$ cat src/rtl/carry_save_resolver_if.sv
// Handshake bundle for the carry-save resolver. The upstream side supplies the redundant operand
// and out_ready; the resolver side returns in_ready, out_valid and the binary sum.
interface carry_save_resolver_if #(
    parameter int BIT_LEN = 64,
    parameter int OUT_LEN = BIT_LEN + 3
);
    logic               in_valid;
    logic               in_ready;
    logic [BIT_LEN-1:0] S;
    logic [BIT_LEN-1:0] Cout;
    logic [BIT_LEN-1:0] Cout1;
    logic               out_valid;
    logic               out_ready;
    logic [OUT_LEN-1:0] sum;

    modport master (
        output in_valid, S, Cout, Cout1, out_ready,
        input  in_ready, out_valid, sum
    );

    modport slave (
        input  in_valid, S, Cout, Cout1, out_ready,
        output in_ready, out_valid, sum
    );
endinterface

$ cat src/rtl/carry_save_resolver.sv
// Resolves the redundant S + 2*Cout + 4*Cout1 triple into one binary integer,
// one SEG_LEN-bit segment per cycle, starting at the least significant segment.
module carry_save_resolver #(
    parameter int BIT_LEN = 64,
    parameter int SEG_LEN = 16
) (
    input  logic clk,
    input  logic reset,
    carry_save_resolver_if.slave bus
);
    localparam int OUT_LEN  = BIT_LEN + 3;
    localparam int NUM_SEGS = (OUT_LEN + SEG_LEN - 1) / SEG_LEN;
    localparam int EXT_LEN  = NUM_SEGS * SEG_LEN;
    localparam int SW       = SEG_LEN + 2;
    localparam int CNT_W    = (NUM_SEGS > 1) ? $clog2(NUM_SEGS) : 1;

    typedef enum logic [1:0] {IDLE, RUN, DONE} state_t;

    state_t             state;
    logic [CNT_W-1:0]   cnt;
    logic [1:0]         carry_r;
    logic               out_valid_r;
    logic [EXT_LEN-1:0] res_r;
    logic [EXT_LEN-1:0] a_r;
    logic [EXT_LEN-1:0] b_r;
    logic [EXT_LEN-1:0] d_r;
    logic [SW-1:0]      seg_add;
    logic               last;

    assign last          = (cnt == CNT_W'(NUM_SEGS - 1));
    assign bus.in_ready  = (state == IDLE);
    assign bus.out_valid = out_valid_r;
    assign bus.sum       = res_r[OUT_LEN-1:0];

    // Three segments plus a carry of at most 2 stay below 3*2^SEG_LEN, so a 2-bit carry suffices.
    always_comb begin
        seg_add = SW'(a_r[SEG_LEN-1:0]) + SW'(b_r[SEG_LEN-1:0])
                + SW'(d_r[SEG_LEN-1:0]) + SW'(carry_r);
    end

    always_ff @(posedge clk or posedge reset) begin
        if (reset) begin
            state       <= IDLE;
            cnt         <= '0;
            carry_r     <= 2'd0;
            out_valid_r <= 1'b0;
            res_r       <= '0;
        end else begin
            case (state)
                IDLE: begin
                    if (bus.in_valid) begin
                        cnt     <= '0;
                        carry_r <= 2'd0;
                        state   <= RUN;
                    end
                end
                RUN: begin
                    for (int k = 0; k < NUM_SEGS; k++) begin
                        if (cnt == CNT_W'(k)) res_r[k*SEG_LEN +: SEG_LEN] <= seg_add[SEG_LEN-1:0];
                    end
                    carry_r <= seg_add[SW-1:SEG_LEN];
                    cnt     <= cnt + 1'b1;
                    if (last) begin
                        state       <= DONE;
                        out_valid_r <= 1'b1;
                    end
                end
                DONE: begin
                    if (bus.out_ready) begin
                        out_valid_r <= 1'b0;
                        state       <= IDLE;
                    end
                end
                default: state <= IDLE;
            endcase
        end
    end

    // Operand shifters carry no reset: they are reloaded on every accept before being used.
    always_ff @(posedge clk) begin
        if (state == IDLE && bus.in_valid) begin
            a_r <= EXT_LEN'(bus.S);
            b_r <= EXT_LEN'({bus.Cout, 1'b0});
            d_r <= EXT_LEN'({bus.Cout1, 2'b0});
        end else if (state == RUN) begin
            a_r <= a_r >> SEG_LEN;
            b_r <= b_r >> SEG_LEN;
            d_r <= d_r >> SEG_LEN;
        end
    end

    // The exact result fits OUT_LEN bits, so the final carry and the padding bits are always zero.
    always @(posedge clk) begin
        if (!reset && state == RUN && last) begin
            a_final_carry_zero: assert (seg_add[SW-1:SEG_LEN] == 2'd0);
        end
    end

    if (EXT_LEN > OUT_LEN) begin : g_pad_check
        always @(posedge clk) begin
            if (!reset && state == DONE) begin
                a_pad_zero: assert (res_r[EXT_LEN-1:OUT_LEN] == '0);
            end
        end
    end
endmodule

$ cat src/flat_wrapper.sv
// flat-port wrapper written by rule: the top's interface ports become plain ports
module carry_save_resolver_flat 
#(
    parameter int BIT_LEN = 64,
    parameter int SEG_LEN = 16
)
  (clk, reset, bus_in_valid, bus_S, bus_Cout, bus_Cout1, bus_out_ready, bus_in_ready, bus_out_valid, bus_sum);
  carry_save_resolver_if #(.BIT_LEN(BIT_LEN)) bus_i ();
  input  logic clk;
  input  logic reset;
  input wire logic [$bits(bus_i.in_valid)-1:0] bus_in_valid;
  input wire logic [$bits(bus_i.S)-1:0] bus_S;
  input wire logic [$bits(bus_i.Cout)-1:0] bus_Cout;
  input wire logic [$bits(bus_i.Cout1)-1:0] bus_Cout1;
  input wire logic [$bits(bus_i.out_ready)-1:0] bus_out_ready;
  output wire logic [$bits(bus_i.in_ready)-1:0] bus_in_ready;
  output wire logic [$bits(bus_i.out_valid)-1:0] bus_out_valid;
  output wire logic [$bits(bus_i.sum)-1:0] bus_sum;
  assign bus_i.in_valid = bus_in_valid;
  assign bus_i.S = bus_S;
  assign bus_i.Cout = bus_Cout;
  assign bus_i.Cout1 = bus_Cout1;
  assign bus_i.out_ready = bus_out_ready;
  assign bus_in_ready = bus_i.in_ready;
  assign bus_out_valid = bus_i.out_valid;
  assign bus_sum = bus_i.sum;
  carry_save_resolver #(.BIT_LEN(BIT_LEN), .SEG_LEN(SEG_LEN)) u_core (.clk(clk), .reset(reset), .bus(bus_i));
endmodule
$ cat config.mk
export PLATFORM = sky130hd
export DESIGN_NAME = carry_save_resolver_flat
export DESIGN_NICKNAME = d
export VERILOG_FILES = /design/src/rtl/carry_save_resolver_if.sv /design/src/rtl/carry_save_resolver.sv /design/src/flat_wrapper.sv
export SDC_FILE = /design/constraint.sdc
export NUM_CORES = 1
export LEC_CHECK = 0
export CORE_UTILIZATION = 55
export CTS_CLUSTER_DIAMETER = 100
export DETAILED_ROUTE_END_ITERATION = 10
export PLACE_DENSITY_LB_ADDON = 0.08
export SLEW_MARGIN = 10
export SYNTH_ARGS = -nofsm -noshare
export SYNTH_HDL_FRONTEND = slang
export SYNTH_SLANG_ARGS = --single-unit
$ cat constraint.sdc
create_clock -name clk -period 12.8 [get_ports clk]
set_input_delay 1.92 -clock clk [delete_from_list [all_inputs] [get_ports clk]]
set_output_delay 1.92 -clock clk [all_outputs]
set_load 0.05 [all_outputs]
==> impl_metrics.ini <==
[run_status]
outcome = complete, no violations

[die]
start_util = 0.561
die_y_um = 151
die_w_um = 151
io_pins = 265
fp-row-count = 54
dieArea_um2 = 22900
core_area_um2 = 21800

[logic_synthesis]
yosysWarnings = 0
synth-async-reset-ratio = 0.278
synth_largest_area_cell = edfxtp_1
yosys_register_bits = 270
synth.area.top_cells = edfxtp_1, dfrtp_1, a22o_1
syn_area_um2 = 12200
avgSynthCellArea_um2 = 13.3
synthCells = 917
synth_nets = 1168
ys_types = 54
synth-seq-area-share = 0.629
synth_top_area_frac = 0.471
synth_edf_count = 192
ys.flop_type = edfxtp_1

[finish]
mostFrequentLayoutCell = clkdlybuf4s50_1
nNetsFinal = 1414
design_area_um2 = 16000
fin_util = 0.733
most-common-layout-cells = clkdlybuf4s50_1, edfxtp_1, a22o_1, nand2_1, dfrtp_1
drive_gt1_frac = 0.0997
areaGrowthSynthToFinish_pct = 30.7

[timing]
min_period_ps = 4480
slew_violations = 0
finalCritPeriodShare = 0.350
finalSetupViolCount = 0
worst_slew_pin_slew_ps = 1050
holdWs_ps = 474
rsz0062_at_grt = no
worst_clock_skew_ps = 12.0
fin_setup_tns_ps = 0
finalHoldViolCount = 0
max_freq_mhz = 223
max_slew_margin = 0.300

[place]
dp_hpwl_mm = 18.9
postPlaceCellArea_um2 = 15100
gp_congestion = 0.855
portBuffers = 264

[critical_path]
crit_required_ps = 12960
arrival_ps = 4640
path_cells = clkdlybuf4s50_1 -> buf_4 -> o21bai_1 -> inv_8 -> buf_4
ff2ff_path_depth = 17
worstSetupStartpointType = primary input
cp_max_fo = 122
crit_top_cell = buf_4
worstSetupPathType = in -> reg
slowest_stage = buf_4
slowest_delay_ps = 810
setup.worst_path.end_class = flip-flop

[cts]
cts_buffers = 28
clock_latency_ps = 540
path_clk_slew_ps = 60
cts_tree = yes
clock-root-buffer = clkbuf_16
cts.repair.resized = 0
postCtsHoldBufs = 0
cts_setup_buffers = 0
cts_buffer_depth = 3
cts_sinks = 270
htreeDepth = 1

[route]
drc_errors = 0
wl_per_cell_um = 18.6
initialDrtViolationCount = 398
num_vias = 8115
vias_per_cell = 5.54
first_pass_iters = 5
ant_nets = 0
postRouteWirelength_mm = 27.2

[grt]
grtUsageTotal = 0.241
grt_antenna_before_repair = 3
gr-total-overflow = 0
grt_start_max_net_pins = 123
first_global_vias = 8149
grt_pass1_wl_mm = 42.1

[worst_hold_path]
worstHoldPathCells = 2
hold_class = reg -> reg

[flow_run]
drv_cap = 0
final timing paths:
path / start / to / slack [ps]
max: bus_in_valid / u_core.a_r[21]$_DFFE_PP_ / 8320
min: u_core.d_r[1]$_SDFFE_PP0P_ / u_core.d_r[1]$_SDFFE_PP0P_ / 470
max reg2reg: u_core.a_r[0]$_DFFE_PP_ / u_core.res_r[14]$_DFFE_PP0P_ / 8460
min reg2reg: u_core.d_r[1]$_SDFFE_PP0P_ / u_core.d_r[1]$_SDFFE_PP0P_ / 470
max in group asynchronous: reset / u_core.res_r[57]$_DFFE_PP0P_ / 10210
min in group asynchronous: reset / u_core.res_r[65]$_DFFE_PP0P_ / 1980
kinds of logic after synthesis:
group                      count (synthesis)  synth area share
adders and majority gates                 55            0.0587
muxes                                     58            0.0534
DFF                                      270             0.629
and+or+nand+nor                          192            0.0755
xor gates and xnor gates                  22            0.0157
buffers and inverters                     76            0.0249
AOI/OAI and AO/OA                        244             0.142
layer usage:
metal	GRT usage	routed length [um]	vias to the layer above	part of all wire
met2	0.408	13600	229	0.50
met3	0.0708	2020	45	0.074
li1	-	-	3976	-
met1	0.298	10900	3861	0.40
met4	0.0735	633	4	0.023
met5	0	26	-	0.00096
worst max-delay path: cells and delay by family:
family          cells  cell delay (ps)
compound gates      1              290
buf+inv             4             2290
Yosys cell counts, drive strengths merged, types with 2 or more instances:
cell	number
edfxtp	192
a22o	96
nand2	90
dfrtp	75
o21ai	74
mux2	58
ha	51
and3	48
clkbuf	37
a21oi	28
inv	22
nor2	18
buf	17
xnor2	12
xor2	10
o31ai	9
nor3	6
o21a	6
a211oi	5
a21o	5
nand3	5
nand4	5
a31oi	4
fa	4
nand2b	4
and2	3
dfxtp	3
nor2b	3
or3	3
a211o	2
a21boi	2
a32oi	2
nand3b	2
o21bai	2
o22ai	2
per-stage QoR:
step | setup slack (ps) | cells
after floorplan | 6290 | 917
after global placement | 7870 | 1413
after detailed placement | 7790 | 1413
after CTS | 8350 | 1463
after global routing | 8150 | 1464
final | 8320 | 1465
registers in the layout, summed over array words and instances (netlist names):
signal and count:
u_core.a_r 64, u_core.res_r 67, u_core.state 2, u_core.b_r 65, u_core.cnt 3, u_core.bus.out_valid 1, u_core.carry_r 2, u_core.d_r 66
final cells by class:
type | instances | area [um^2]
Timing Repair Buffer | 270 | 2690
Clock buffer | 35 | 772
Fill cell | 1521 | 5820
Inverter | 22 | 90.1
Multi-Input combinational cell | 571 | 4250
Tap cell | 280 | 350
Sequential cell | 270 | 7700
Antenna cell | 2 | 5.00
Clock inverter | 15 | 146
Power is left out: the tool's default activity adds up to more than one toggle a clock period on the data nets, which glitch-free logic cannot reach.
